### src/rtl/obi_to_wb.sv
// ---------------------------------------------------------------------------
// obi_to_wb
//   Bridges an OBI slave port to a Wishbone classic master port. Exactly one
//   transaction is in flight: a granted OBI request becomes one WB classic
//   cycle, and the WB ack / err / timeout becomes exactly one OBI rvalid.
//   Sequence: IDLE (grant) -> BUS (cyc/stb high) -> RESP (rvalid) -> IDLE.
//
// Parameters
//   TIMEOUT    max BUS cycles waited for ack/err before forcing an error;
//              0 disables the timeout
//   ERR_RDATA  read data returned with an error or timeout response
//
// Ports
//   clk_i, wb_rst_i                 clock, synchronous active-high reset
//   req_i / gnt_o                   OBI request handshake
//   addr_i, we_i, be_i, wdata_i     OBI request payload
//   rvalid_o, rdata_o, err_o        OBI response
//   wbm_cyc_o, wbm_stb_o, wbm_we_o,
//   wbm_sel_o, wbm_adr_o, wbm_dat_o WB master request
//   wbm_dat_i, wbm_ack_i, wbm_err_i WB slave response
// ---------------------------------------------------------------------------
module obi_to_wb #(
   parameter int unsigned TIMEOUT   = 255,
   parameter logic [31:0] ERR_RDATA = 32'hDEAD_BEEF
) (
   input  logic        clk_i,
   input  logic        wb_rst_i,
   input  logic        req_i,
   output logic        gnt_o,
   input  logic [31:0] addr_i,
   input  logic        we_i,
   input  logic [3:0]  be_i,
   input  logic [31:0] wdata_i,
   output logic        rvalid_o,
   output logic [31:0] rdata_o,
   output logic        err_o,
   output logic        wbm_cyc_o,
   output logic        wbm_stb_o,
   output logic        wbm_we_o,
   output logic [3:0]  wbm_sel_o,
   output logic [31:0] wbm_adr_o,
   output logic [31:0] wbm_dat_o,
   input  logic [31:0] wbm_dat_i,
   input  logic        wbm_ack_i,
   input  logic        wbm_err_i
);

   localparam int unsigned CNT_W = (TIMEOUT == 0) ? 1 : $clog2(TIMEOUT + 1);
   localparam logic [CNT_W-1:0] CNT_LIMIT = CNT_W'(TIMEOUT);

   localparam logic [1:0] S_IDLE = 2'd0;
   localparam logic [1:0] S_BUS  = 2'd1;
   localparam logic [1:0] S_RESP = 2'd2;

   logic [1:0]       r_state;
   logic [CNT_W-1:0] r_cnt;
   logic             r_cyc;
   logic             r_we;
   logic [3:0]       r_sel;
   logic [31:0]      r_adr;
   logic [31:0]      r_dat;
   logic             r_rvalid;
   logic             r_err;
   logic [31:0]      r_rdata;

   logic w_timeout;
   logic w_term;

   // The counter equals the number of BUS cycles already spent without a
   // termination, so reaching TIMEOUT ends the cycle after TIMEOUT+1 strobes.
   assign w_timeout = (TIMEOUT != 0) && (r_cnt == CNT_LIMIT);
   assign w_term    = wbm_ack_i || wbm_err_i || w_timeout;

   // Grant is withheld during reset so no request is accepted on a reset edge.
   assign gnt_o = (r_state == S_IDLE) && !wb_rst_i;

   assign wbm_cyc_o = r_cyc;
   assign wbm_stb_o = r_cyc;
   assign wbm_we_o  = r_we;
   assign wbm_sel_o = r_sel;
   assign wbm_adr_o = r_adr;
   assign wbm_dat_o = r_dat;
   assign rvalid_o  = r_rvalid;
   assign err_o     = r_err;
   assign rdata_o   = r_rdata;

   always_ff @(posedge clk_i) begin
      // NOTE: all state here uses non-blocking assignments so every register
      // samples pre-edge values; blocking would make results order-dependent.
      if (wb_rst_i) begin
         r_state  <= S_IDLE;
         r_cnt    <= '0;
         r_cyc    <= 1'b0;
         r_we     <= 1'b0;
         r_sel    <= '0;
         r_adr    <= '0;
         r_dat    <= '0;
         r_rvalid <= 1'b0;
         r_err    <= 1'b0;
         r_rdata  <= '0;
      end else begin
         case (r_state)
            S_IDLE: begin
               if (req_i) begin
                  r_adr   <= addr_i;
                  r_we    <= we_i;
                  r_sel   <= be_i;
                  r_dat   <= wdata_i;
                  r_cyc   <= 1'b1;
                  r_cnt   <= '0;
                  r_state <= S_BUS;
               end
            end
            S_BUS: begin
               if (w_term) begin
                  r_cyc    <= 1'b0;
                  r_rvalid <= 1'b1;
                  r_state  <= S_RESP;
                  // err dominates ack; no ack at all means a timeout.
                  if (wbm_err_i || !wbm_ack_i) begin
                     r_err   <= 1'b1;
                     r_rdata <= ERR_RDATA;
                  end else begin
                     r_err   <= 1'b0;
                     r_rdata <= r_we ? 32'd0 : wbm_dat_i;
                  end
               end else if (r_cnt != '1) begin
                  r_cnt <= r_cnt + 1'b1;
               end
            end
            S_RESP: begin
               r_rvalid <= 1'b0;
               r_err    <= 1'b0;
               r_state  <= S_IDLE;
            end
            default: r_state <= S_IDLE;
         endcase
      end
   end

endmodule

### config.mk
export PLATFORM = sky130hd
export DESIGN_NAME = obi_to_wb
export DESIGN_NICKNAME = d
export VERILOG_FILES = /design/src/rtl/obi_to_wb.sv
export SDC_FILE = /design/constraint.sdc
export NUM_CORES = 1
export LEC_CHECK = 0
export ABC_AREA = 1
export CORE_AREA = 2 2 126 128
export DETAILED_ROUTE_END_ITERATION = 16
export DIE_AREA = 0 0 128 130
export GPL_TIMING_DRIVEN = 0
export MAX_ROUTING_LAYER = met4
export PLACE_DENSITY = 0.59
export SYNTH_ARGS = -nofsm -noshare
export SYNTH_HDL_FRONTEND = slang
export SYNTH_SLANG_ARGS = --single-unit
### constraint.sdc
create_clock -name clk_i -period 1.85 [get_ports clk_i]
set_input_delay 0.2775 -clock clk_i [delete_from_list [all_inputs] [get_ports clk_i]]
set_output_delay 0.2775 -clock clk_i [all_outputs]
set_load 0.01 [all_outputs]
; After elaboration in Yosys (flattened, before gate mapping)
; Cells that the tools add are included.
[classes]
reduce_logical = 15
eq_ne = 8
n_mux = 17
addsub = 1
[ops]
columns = op, n
row1 = 2-to-1 mux 32 bit, 2
row2 = 2-to-1 mux 8 bit, 3
row3 = case mux 8 bit (2 select lines), 1
row4 = "adder 8 x 1 -> 8 bit, second input constant", 1
row5 = "== test 8 bit, second input constant", 1
row6 = "inequality test 2 bit, second input constant", 4
row7 = "inequality test 8 bit, second input constant", 1
row8 = AND reduction 2 bit, 4
row9 = case mux 1 bit (2 select lines), 3
row10 = 2-to-1 mux 1 bit, 5
row11 = 2-to-1 mux 2 bit, 2
row12 = case mux 2 bit (2 select lines), 1
row13 = AND reduction 4 bit, 1
row14 = nonzero test 2 bit, 2
row15 = logical OR 1 bit, 3
row16 = AND reduction 3 bit, 1
row17 = "== test 2 x 1 -> 1 bit, second input constant", 1
row18 = "== test 2 bit, second input constant", 1
row19 = logical NOT 1 bit, 2
row20 = logical NOT 2 bit, 1
row21 = logical AND 1 bit, 1
[word_totals]
elab_cells = 51
input_bits = 106
register_bits = 114
out_inout_bits = 106

; Logic depth before layout (Yosys ltp)
[depth]
depth_word = 5
ltp_mapped = 10
mapped_depth_nobuf = 10

; Least setup slack after synthesis
; Ideal clock, no wire load.
[synth_timing]
kind = flip-flop to flip-flop
start = register r_cnt[0]
end = register r_rdata[18], in the netlist rdata_o[18]
path_stages_with_launch = 9
slack_ns = 0.515
arrival_ns = 1.194
n_path_buf = 1
setup_time_ns = 0.141
required_time_ns = 1.709
synth_period_minus_slack_ns = 1.335
cell_sequence = dfxtp_1 > ha_1 > nand2_2 > nor2_4 > nand2_4 > nand2_8 > buf_12 > a21oi_1 > nor3_2
[synth_via]
elab_chain_cells = 3
[synth_lines]
columns = item, line_no
row1 = from (decl), 56  ; logic [CNT_W-1:0] r_cnt;
row2 = from (signal assigned), 128  ; r_cnt <= r_cnt + 1'b1;
row3 = == test 8 bit, 71  ; assign w_timeout = (TIMEOUT != 0) && (r_cnt == CNT_LIMIT);
row4 = logical OR 1 bit, 72  ; assign w_term = wbm_ack_i || wbm_err_i || w_timeout;
row5 = AND reduction 2 bit (no source line), n/a
row6 = to (signal assigned), 125  ; r_rdata <= r_we ? 32'd0 : wbm_dat_i;
row7 = to (decl), 64  ; logic [31:0] r_rdata;
; No other way between the ends.
; A chain may end at the register's enable or synchronous reset.

; Worst setup path in the final report
[layout_timing]
start = register r_cyc, in the netlist wbm_cyc_o
end = output port wbm_stb_o
[layout_lines]
columns = item, line_no
row1 = from (decl), 57  ; logic r_cyc;
row2 = from (signal assigned), 93  ; r_cyc <= 1'b0;
row3 = from (signal assigned), 109  ; r_cyc <= 1'b1;
row4 = from (signal assigned), 116  ; r_cyc <= 1'b0;
row5 = to (decl), 38  ; output logic wbm_stb_o,
; No word-level cell between the ends.

==> summary.md <==
| Metric | Value |
|---|---|
| Slew Limit Fails | 0 |
| Overall power | 7.36 mW |
| IO Count | 212 |
| Avg Synthesized Cell Area | 8.34 µm² |
| Async SR Flop Fraction | 0% |
| Clock Latency Late Sink | 0.41 ns |
| Storage cell area | 2280 µm² |
| Setup repair after global routing missed its margin | false |
| Wire per inst | 14.7 µm |
| Actual slew at the worst max-slew pin | 0.686 ns |
| CTS tree | built |
| Cells after synthesis | 539 |
| HPWL Detailed | 11000 µm |
| Hold Violations, Final | 0 |
| Fillers | 1469 |
| CTS Root Cell | clkbuf_16 |
| Area occupied by multi-input gates | 1910 µm² |
| Worst path cell trace | buf_4 > clkdlybuf4s50_1 |
| Setup TNS | 0 ns |
| GRT overflow | 0 |
| Sequential share of the synthesized area | 50.8% |
| Internal power | 5.61 mW |
| Endpoints failing setup | 0 |
| Sw frac | 23.9% |
| Post-synth EDFFs | 0 |
| Yosys cell types | 31 |
| H-tree lvl count | 4 |
| Worst Setup Start Kind | register |
| Sequential power share | 37.4% |
| Met2 WL post-DR | 6880 µm |
| DRC Markers | 0 |
| Largest net degree at the start of global routing | 20 |
| Iter 0 DRT Violations | 111 |
| Max stage delay on crit path | 0.52 ns |
| Share of layout cells above drive strength 1 | 13.6% |
| Critical path required time | 1.57 ns |
| Leak | 2.90 nW |
| Top FF cell, synth | dfxtp_1 |
| Core Box Area | 15400 µm² |
| Met3 routed WL | 1170 µm |
| CP max FO | 3 |
| Mapped Nets | 646 |
| YS warnings | 0 |
| Design area | 7450 µm² |
| Critical path's slowest cell | clkdlybuf4s50_1 |
| First drt pass iteration count | 4 |
| P_sw | 1.76 mW |
| Mean number of vias per cell | 4.56 |
| Mapped Area | 4490 µm² |
| CP arrival | 1.43 ns |
| HP Class | input port to register |
| Initial Utilization | 29.1% |
| RePlAce Congestion | 0.825 |
| Slew margin rel. | 54.3% |
| TritonCTS Buffers | 17 |
| Area leader, netlist | dfxtp_1 |
| Area post-placement | 6850 µm² |
| Final Cycle Share | 92.1% |
| Crit path kind | register to output port |
| Max Buffers Root-to-Sink | 2 |
| Max layer used | met4 |
| Vias in the first global route | 4528 |
| Clock power share | 45.4% |
| Drt total wl | 14300 µm |
| Antenna violations before repair | 0 |
| Die area | 16600 µm² |
| Outcome | complete, no violations |
| VDD IR max | 0.648 mV |
| GRT Total Usage | 18.0% |
| Die Y | 130 µm |
| Critical Path End Type | output port |
| Antenna Cells | 0 |
| Via Count | 4428 |
| Register clock-pin slew on the reported worst setup and hold paths | 0.05 ns |
| Die X | 128 µm |
| Max_cap viols | 0 |
| Fmax | 587 MHz |
| Combinational Power Share | 17.2% |
| Synth top area cells | dfxtp_1 51%, nor2_1 12%, o21ai_0 7.9% |
| Antenna Violating Nets Remaining | 0 |
| DRT met1 WL | 5880 µm |
| Yosys top cell area share | 50.8% |
| Hold-fix buffers, CTS | 0 |
| Layout Skew | 0.0105 ns |
| Global-route wire length before repair | 22600 µm |
| # port buffers | 211 |
| Site Rows | 46 |
| Tmin final | 1.70 ns |
| Flops & latches, synth | 114 |
| Num Clock Sinks | 114 |
| Final Net Count | 875 |
| Area Overhead vs Synth | 65.8% |
| Cell Pwr Density | 988 nW/µm² |
==> area by class of cell <==
type / count / area share, %
Buffer: 35 / 3.14
Clock buffer: 24 / 6.73
Clock inverter: 5 / 1.34
Inverter: 17 / 0.857
Multi-Input combinational cell: 372 / 25.7
Sequential cell: 114 / 30.6
Tap cell: 192 / 3.22
Timing Repair Buffer: 211 / 28.4
==> power groups by stage <==
| stage | sequential (mW) | combinational [mW] | clock (mW) |
|---|---|---|---|
| global placement | 2.79 | 1.26 | 0 |
| floorplan | 2.88 | 0.464 | 0 |
| global route | 2.78 | 1.38 | 3.55 |
| finish | 2.75 | 1.26 | 3.34 |
| detailed placement | 2.80 | 1.27 | 0 |
| CTS | 2.76 | 1.28 | 3.42 |
==> sequential cells by signal (all words and copies together), names as in the netlist <==
name,cells
wbm_cyc_o,1
r_cnt,8
err_o,1
rvalid_o,1
r_state,2
wbm_dat_o,32
wbm_adr_o,32
wbm_we_o,1
rdata_o,32
wbm_sel_o,4
==> worst max-delay path, delay by kind of cell (launching register included) <==
family,cells,cell delay (ns)
buf+inv,2,0.64
flops,1,0.38
==> layout by cell type (no fill, tap or decap), types with 2 or more instances in the layout <==
cell type | Yosys | layout
a21oi_2 | 12 | 12
nor2_1 | 144 | 144
nor3_2 | 21 | 21
buf_2 | 12 | 10
nor2_4 | 3 | 3
o21ai_0 | 71 | 71
o21ai_2 | 8 | 8
inv_2 | 3 | 3
clkdlybuf4s50_1 | 0 | 209
nand2_1 | 32 | 32
a21oi_1 | 46 | 46
inv_1 | 13 | 13
clkbuf_8 | 0 | 5
buf_4 | 4 | 4
bufinv_16 | 0 | 3
clkbuf_16 | 0 | 17
dfxtp_1 | 114 | 114
nand3_4 | 2 | 2
nand2_2 | 3 | 3
clkinv_2 | 0 | 2
nand4_1 | 2 | 2
clkbuf_1 | 13 | 15
buf_12 | 2 | 2
nand3_1 | 15 | 15
nor3_1 | 5 | 5
buf_6 | 3 | 4
nand2_4 | 2 | 2
==> synthesized netlist by cell type, types with 2 or more instances <==
master      n
inv_2       3
nand3_4     2
nand4_1     2
buf_6       3
a21oi_2    12
nand2_4     2
clkbuf_1   13
nor2_4      3
a21oi_1    46
buf_12      2
buf_2      12
nor3_2     21
o21ai_2     8
nor3_1      5
nand3_1    15
nand2_1    32
inv_1      13
dfxtp_1   114
nand2_2     3
o21ai_0    71
nor2_1    144
buf_4       4
==> per-stage QoR <==
stage,instances,utilization (%),hold WS (ns),setup WS (ns)
6_report,970,48.3,0.450,0.146
2_1_floorplan,539,-,0.440,0.515
3_5_place_dp,942,44.4,0.464,-0.528
4_1_cts,970,48.3,0.429,0.0333
3_3_place_gp,942,44.4,0.455,-0.546
5_1_grt,970,48.3,0.449,0.0726
==> per-layer routing <==
layer / vias to the layer above / global-route usage [%]
li1: 2235 / -
met1: 2000 / 19.5
met2: 163 / 29.6
met3: 30 / 7.34
met4: 0 / 6.98
met5: - / -
==> worst paths after layout <==
| check | from | end | slack, ns | cells past startpoint |
|---|---|---|---|---|
| worst max-delay path | wbm_cyc_o$_SDFFE_PP0P_ | wbm_stb_o | 0.15 | 2 |
| worst min register to register | err_o$_SDFFE_PP0P_ | err_o$_SDFFE_PP0P_ | 0.47 | 2 |
| worst max register to register | r_cnt[0]$_SDFFE_PP0P_ | rdata_o[22]$_SDFFE_PP0P_ | 0.34 | 8 |
| worst min-delay path | wbm_dat_i[29] | rdata_o[29]$_SDFFE_PP0P_ | 0.45 | 3 |
==> cell families (layout without fill, tap and decap cells) <==
kind of cell / after synthesis / after routing / synth area share, %
flip-flops: 114 / 114 / 50.8
AND/OR/NAND/NOR: 233 / 233 / 25.3
AO/OA/AOI/OAI: 138 / 138 / 17.0
buffers and inverters: 53 / 292 / 6.60
adder cells (fa/ha/maj): 1 / 1 / 0.278
==> repair_timing <==
item	in CTS	in global routing
gates resized for setup	3	1
buffers inserted	0	0
endpoints found under the setup margin	1	1
Power figures use the tool's default switching activity.
==> patch 1, RTL diff (same settings) <==
Put one more register stage on the output `err_o`, without a reset. The value now appears one clock later. The other outputs are not delayed to match.
--- a/src/rtl/obi_to_wb.sv
+++ b/src/rtl/obi_to_wb.sv
@@ -81,7 +81,9 @@
    assign wbm_adr_o = r_adr;
    assign wbm_dat_o = r_dat;
    assign rvalid_o  = r_rvalid;
-   assign err_o     = r_err;
+   always_ff @(posedge clk_i) begin
+      err_o <= r_err;
+   end
    assign rdata_o   = r_rdata;
 
    always_ff @(posedge clk_i) begin
Formal check against the unedited RTL: not equivalent (Yosys sat finds a counterexample within 4 cycles, from zero or initial values and one cycle with wb_rst_i high).
==> patch 1 against the unedited design <==
Area after synthesis grew 0.45%; non-clock buffer count did not move; largest cell class unchanged; clock skew up 0.0010 ns; hold slack got worse by 0.093 ns; critical path depth stayed put; sequential cell count up 1; routed wire length decreased by 1.0%; final area rose by 1.3%; critical endpoint unchanged; total power up 5.7%; utilization increased by 0.62 points; highest routed layer unchanged; setup slack improved by 0.017 ns.
==> patch 1: results (changes against the unedited design) <==
* Switching part of the total power: 23.1% (-0.77 points)
* Met3 layer wire length in the routed design: 1.21 mm (+3.7%)
- The flow ran to the end, and the final reports show no timing, DRC or antenna violations.
* Post-CTS sizing: 4 (+1)
* Total global routing track utilization: 17.7% (-0.28 points)
- Post-synthesis sequential area ratio: 51.0% (+0.22 points)
* Clock Skew: 0.0115 ns (+0.00102 ns)
- The wire length of the first global-routing pass was 22.0 mm (-2.4%).
* Initial antenna violation count: 0 (unchanged)
- The total met2 wirelength after detailed routing came to 6.76 mm (-1.7%).
* Cell with the largest stage delay on the worst path: sky130_fd_sc_hd__clkdlybuf4s50_1
* Met3 layer usage reported by global route: 7.95% (+0.62 points)
- Number of global-route vias before repair: 4,406 (-2.7%)
- Final wirelength: 14.1 mm (-1.0%)
* Placer Congestion: 0.780 (-5.4%)
- The fraction of final layout cells with drive strength greater than 1 came to 13.8% (+0.20 points).
- The met1 routing resource usage after global routing was 19.3% (-0.22 points).
- The fraction of met2 tracks used by global routing came to 29.3% (-0.35 points).
- The largest voltage drop on the vdd net is 0.682 mV (+5.3%).
- The delay contributed by the slowest stage of the critical path was 0.52 ns (about the same).
* Arr. time, crit path: 1.41 ns (-0.02 ns)
* Main area contributors after synthesis: sky130_fd_sc_hd__dfxtp_1, sky130_fd_sc_hd__nor2_1, sky130_fd_sc_hd__o21ai_0
- The transition time of the tightest slew-check pin came to 0.671 ns (-0.0153 ns).
- The count of TritonRoute iterations in the first routing pass came to 6 (+2).
- The net count of the mapped netlist was 647 (+0.15%).
- Ranked by instance count, the synthesized netlist is headed by sky130_fd_sc_hd__nor2_1, sky130_fd_sc_hd__dfxtp_1, sky130_fd_sc_hd__o21ai_0.
- Total routed wire length on the met1 layer: 5.96 mm (+1.4%)
- The number of inserted diodes was 0 (unchanged).
- Post-DP HPWL: 10.8 mm (-1.4%)
- Clock Root Buffer: sky130_fd_sc_hd__clkbuf_16
* Fill cells: 1,485 (+1.1%)
* Starting DRC count in detailed routing: 113 (+1.8%)
- The path class of the tightest hold or removal check is reg -> reg.
- The count of nets after finishing came to 876 (+0.11%).
- The leakage power total was 2.94 nW (+1.2%).
- Via density: 4.56 (about the same)
- The clock slew seen by the registers of the worst setup and hold paths is 0.05 ns (about the same).
[patch 1: changes by cell type after synthesis, sizes merged]
cell   delta
dfxtp     +1
[patch 1: final cells by class]
type | count | area share (%)
plain buffers | 35 | 3.15
clock buffers | 22 | 6.28
clock inverters | 9 | 2.65
inverters | 17 | 0.846
multi-input cells | 372 | 25.4
flip-flops and latches | 115 | 30.5
well taps | 192 | 3.18
repair buffers | 211 | 28.0
[patch 1: path summary, 6_finish.rpt]
kind,depth (start not counted),slack [ns],from,endpoint
worst min register to register,0,0.36,r_err,err_o
worst min-delay path,0,0.36,r_err,err_o
worst max-delay path,2,0.16,wbm_cyc_o,wbm_stb_o
worst max register to register,8,0.35,r_cnt[0],rdata_o[17]
[patch 1: through the flow]
step | instance area (um2) | instances | power (mW) | setup WS [ns] | setup TNS, ns
finish | 7550 | 973 | 7.78 | 0.162 | 0
global route | 7550 | 973 | 8.12 | 0.0883 | 0
CTS | 7540 | 973 | 7.87 | 0.0322 | 0
detailed placement | 6870 | 943 | 4.10 | -0.467 | -1.42
global placement | 6870 | 943 | 4.08 | -0.507 | -2.98
floorplan | 4510 | 540 | 3.36 | 0.515 | 0
[patch 1: power groups by stage]
stage,Sequential [mW],Combinational [mW],Clock [mW]
2_1_floorplan,2.90,0.464,0
3_3_place_gp,2.82,1.26,0
3_5_place_dp,2.82,1.28,0
4_1_cts,2.78,1.28,3.82
5_1_grt,2.80,1.38,3.94
6_report,2.78,1.27,3.74
[patch 1: logic make-up (layout without fill, tap and decap cells)]
logic type	after synthesis	in the layout	synth area share (%)
AND/OR/NAND/NOR	233	233	25.2
AO/OA/AOI/OAI	138	138	17.0
flip-flops	115	115	51.0
buffers and inverters	53	294	6.57
adder cells (fa/ha/maj)	1	1	0.277
==> patch 2, RTL diff (same settings) <==
Without the edit above. Set the parameter `TIMEOUT` to 510 (it was 255).
--- a/src/rtl/obi_to_wb.sv
+++ b/src/rtl/obi_to_wb.sv
@@ -20,7 +20,7 @@
 //   wbm_dat_i, wbm_ack_i, wbm_err_i WB slave response
 // ---------------------------------------------------------------------------
 module obi_to_wb #(
-   parameter int unsigned TIMEOUT   = 255,
+   parameter int unsigned TIMEOUT   = 510,
    parameter logic [31:0] ERR_RDATA = 32'hDEAD_BEEF
 ) (
    input  logic        clk_i,
Check against the original RTL: no difference found for any inputs over 10 cycles, from zero or initial values and one cycle with wb_rst_i high; that may be too few to reach the edited logic, so the function may still have changed.
==> patch 2 against the unedited design <==
Total power rose by 6.4%; sequential cell count is 1 higher; setup slack worse by 0.034 ns; via count is 7.0% higher; highest routed layer unchanged; final area increased by 1.8%; area after synthesis up 1.0%; maximum frequency is 2.0% lower; routed wire length is 0.63% higher.
==> patch 2: results (changes against the unedited design) <==
- The leakage power total came to 3.02 nW (+4.1%).
- Pin count of the biggest net entering global routing: 17 (-15%)
* IR Drop Worst-Case VDD: 0.579 mV (-11%)
- The share of the synthesized area in compound gates (AO/OA/AOI/OAI) was 13.0% (-4.0 points).
- Result of the run: completed
* Arr. time, crit path: 1.46 ns (+0.03 ns)
* Startpoint of the worst register-to-register path: r_cnt[1]
- FF-to-FF End: r_cnt[7]
* Min-Delay Endpoint: r_cnt[4]
* Number of global-route vias before repair: 4,400 (-2.8%)
- Placed Area: 6880 um2 (+0.51%)
- Startpoint of the tightest hold check path: wb_rst_i
- The power share of the combinational group is 17.8% (+0.6 points).
- The depth of the worst register-to-register path was 10 (+2).
- By area the synthesized netlist is led by sky130_fd_sc_hd__dfxtp_1, sky130_fd_sc_hd__nor2_1, sky130_fd_sc_hd__o21ai_0.
* Synth cell types: 24 (-23%)
- Most used standard cells in the synthesized netlist: sky130_fd_sc_hd__nor2_1, sky130_fd_sc_hd__dfxtp_1, sky130_fd_sc_hd__nand2_1
* Post-synthesis sequential element count: 115 (+0.88%)
- IO Port Bufs: 210 (-0.47%)
- Number of nets produced by synthesis: 744 (+15%)
- Fill cells: 1,556 (+5.9%)
* Final wirelength: 14.4 mm (+0.63%)
- Power Density: 1030 nW/um2 (+4.5%)
- The count of nets after finishing is 973 (+11%).
* Multi-input logic portion of the cell area: 26.4% (+0.67 points)
* Multi-input combinational cell count: 455 (+22%)
- Worst Hold Slack: 0.182 ns (-0.268 ns)
* Total global routing track utilization: 17.8% (-0.22 points)
* Starting DRC count in detailed routing: 256 (+130%)
- Placed Cells: 1,034 (+9.8%)
- Post-DP HPWL: 10.6 mm (-4.0%)
- The synthesized-area fraction occupied by xor and xnor cells came to 0.193% (+0.19 points).
- Wire length of the first global-routing pass: 22.3 mm (-1.3%)
* Fin util: 49.2% (+0.86 points)
- The slack of the worst reg-to-reg path came to 0.18 ns (-0.16 ns).
- The non-clock inverter count in the final layout came to 23 (+6).
* Fin worst setup slack: 0.111 ns (-0.0344 ns)
[patch 2: layer usage]
metal	GRT usage, %	wire [um]	up-vias
li1	-	-	2469
met4	6.98	295	0
met5	-	0	-
met1	21.6	6530	2090
met2	27.4	6490	154
met3	5.86	1040	23
[patch 2: how the worst max path moves through the flow]
stage | start | end | cells past startpoint
after floorplan | r_cnt[1] | r_cnt[3] | 10
after global placement | wbm_ack_i | rdata_o[12] | 7
after detailed placement | wbm_ack_i | rdata_o[18] | 7
after CTS | r_state[0] | wbm_cyc_o | 7
after global routing | r_cnt[0] | rdata_o[7] | 10
final | r_state[1] | gnt_o | 5
[patch 2: worst max-delay path, stage by stage, from the launching register on]
cell and delay (ns):
sky130_fd_sc_hd__dfxtp_1 0.35, sky130_fd_sc_hd__inv_1 0.07, sky130_fd_sc_hd__ha_1 0.22, sky130_fd_sc_hd__inv_1 0.08, sky130_fd_sc_hd__nor2_1 0.04, sky130_fd_sc_hd__dlygate4sd2_1 0.30
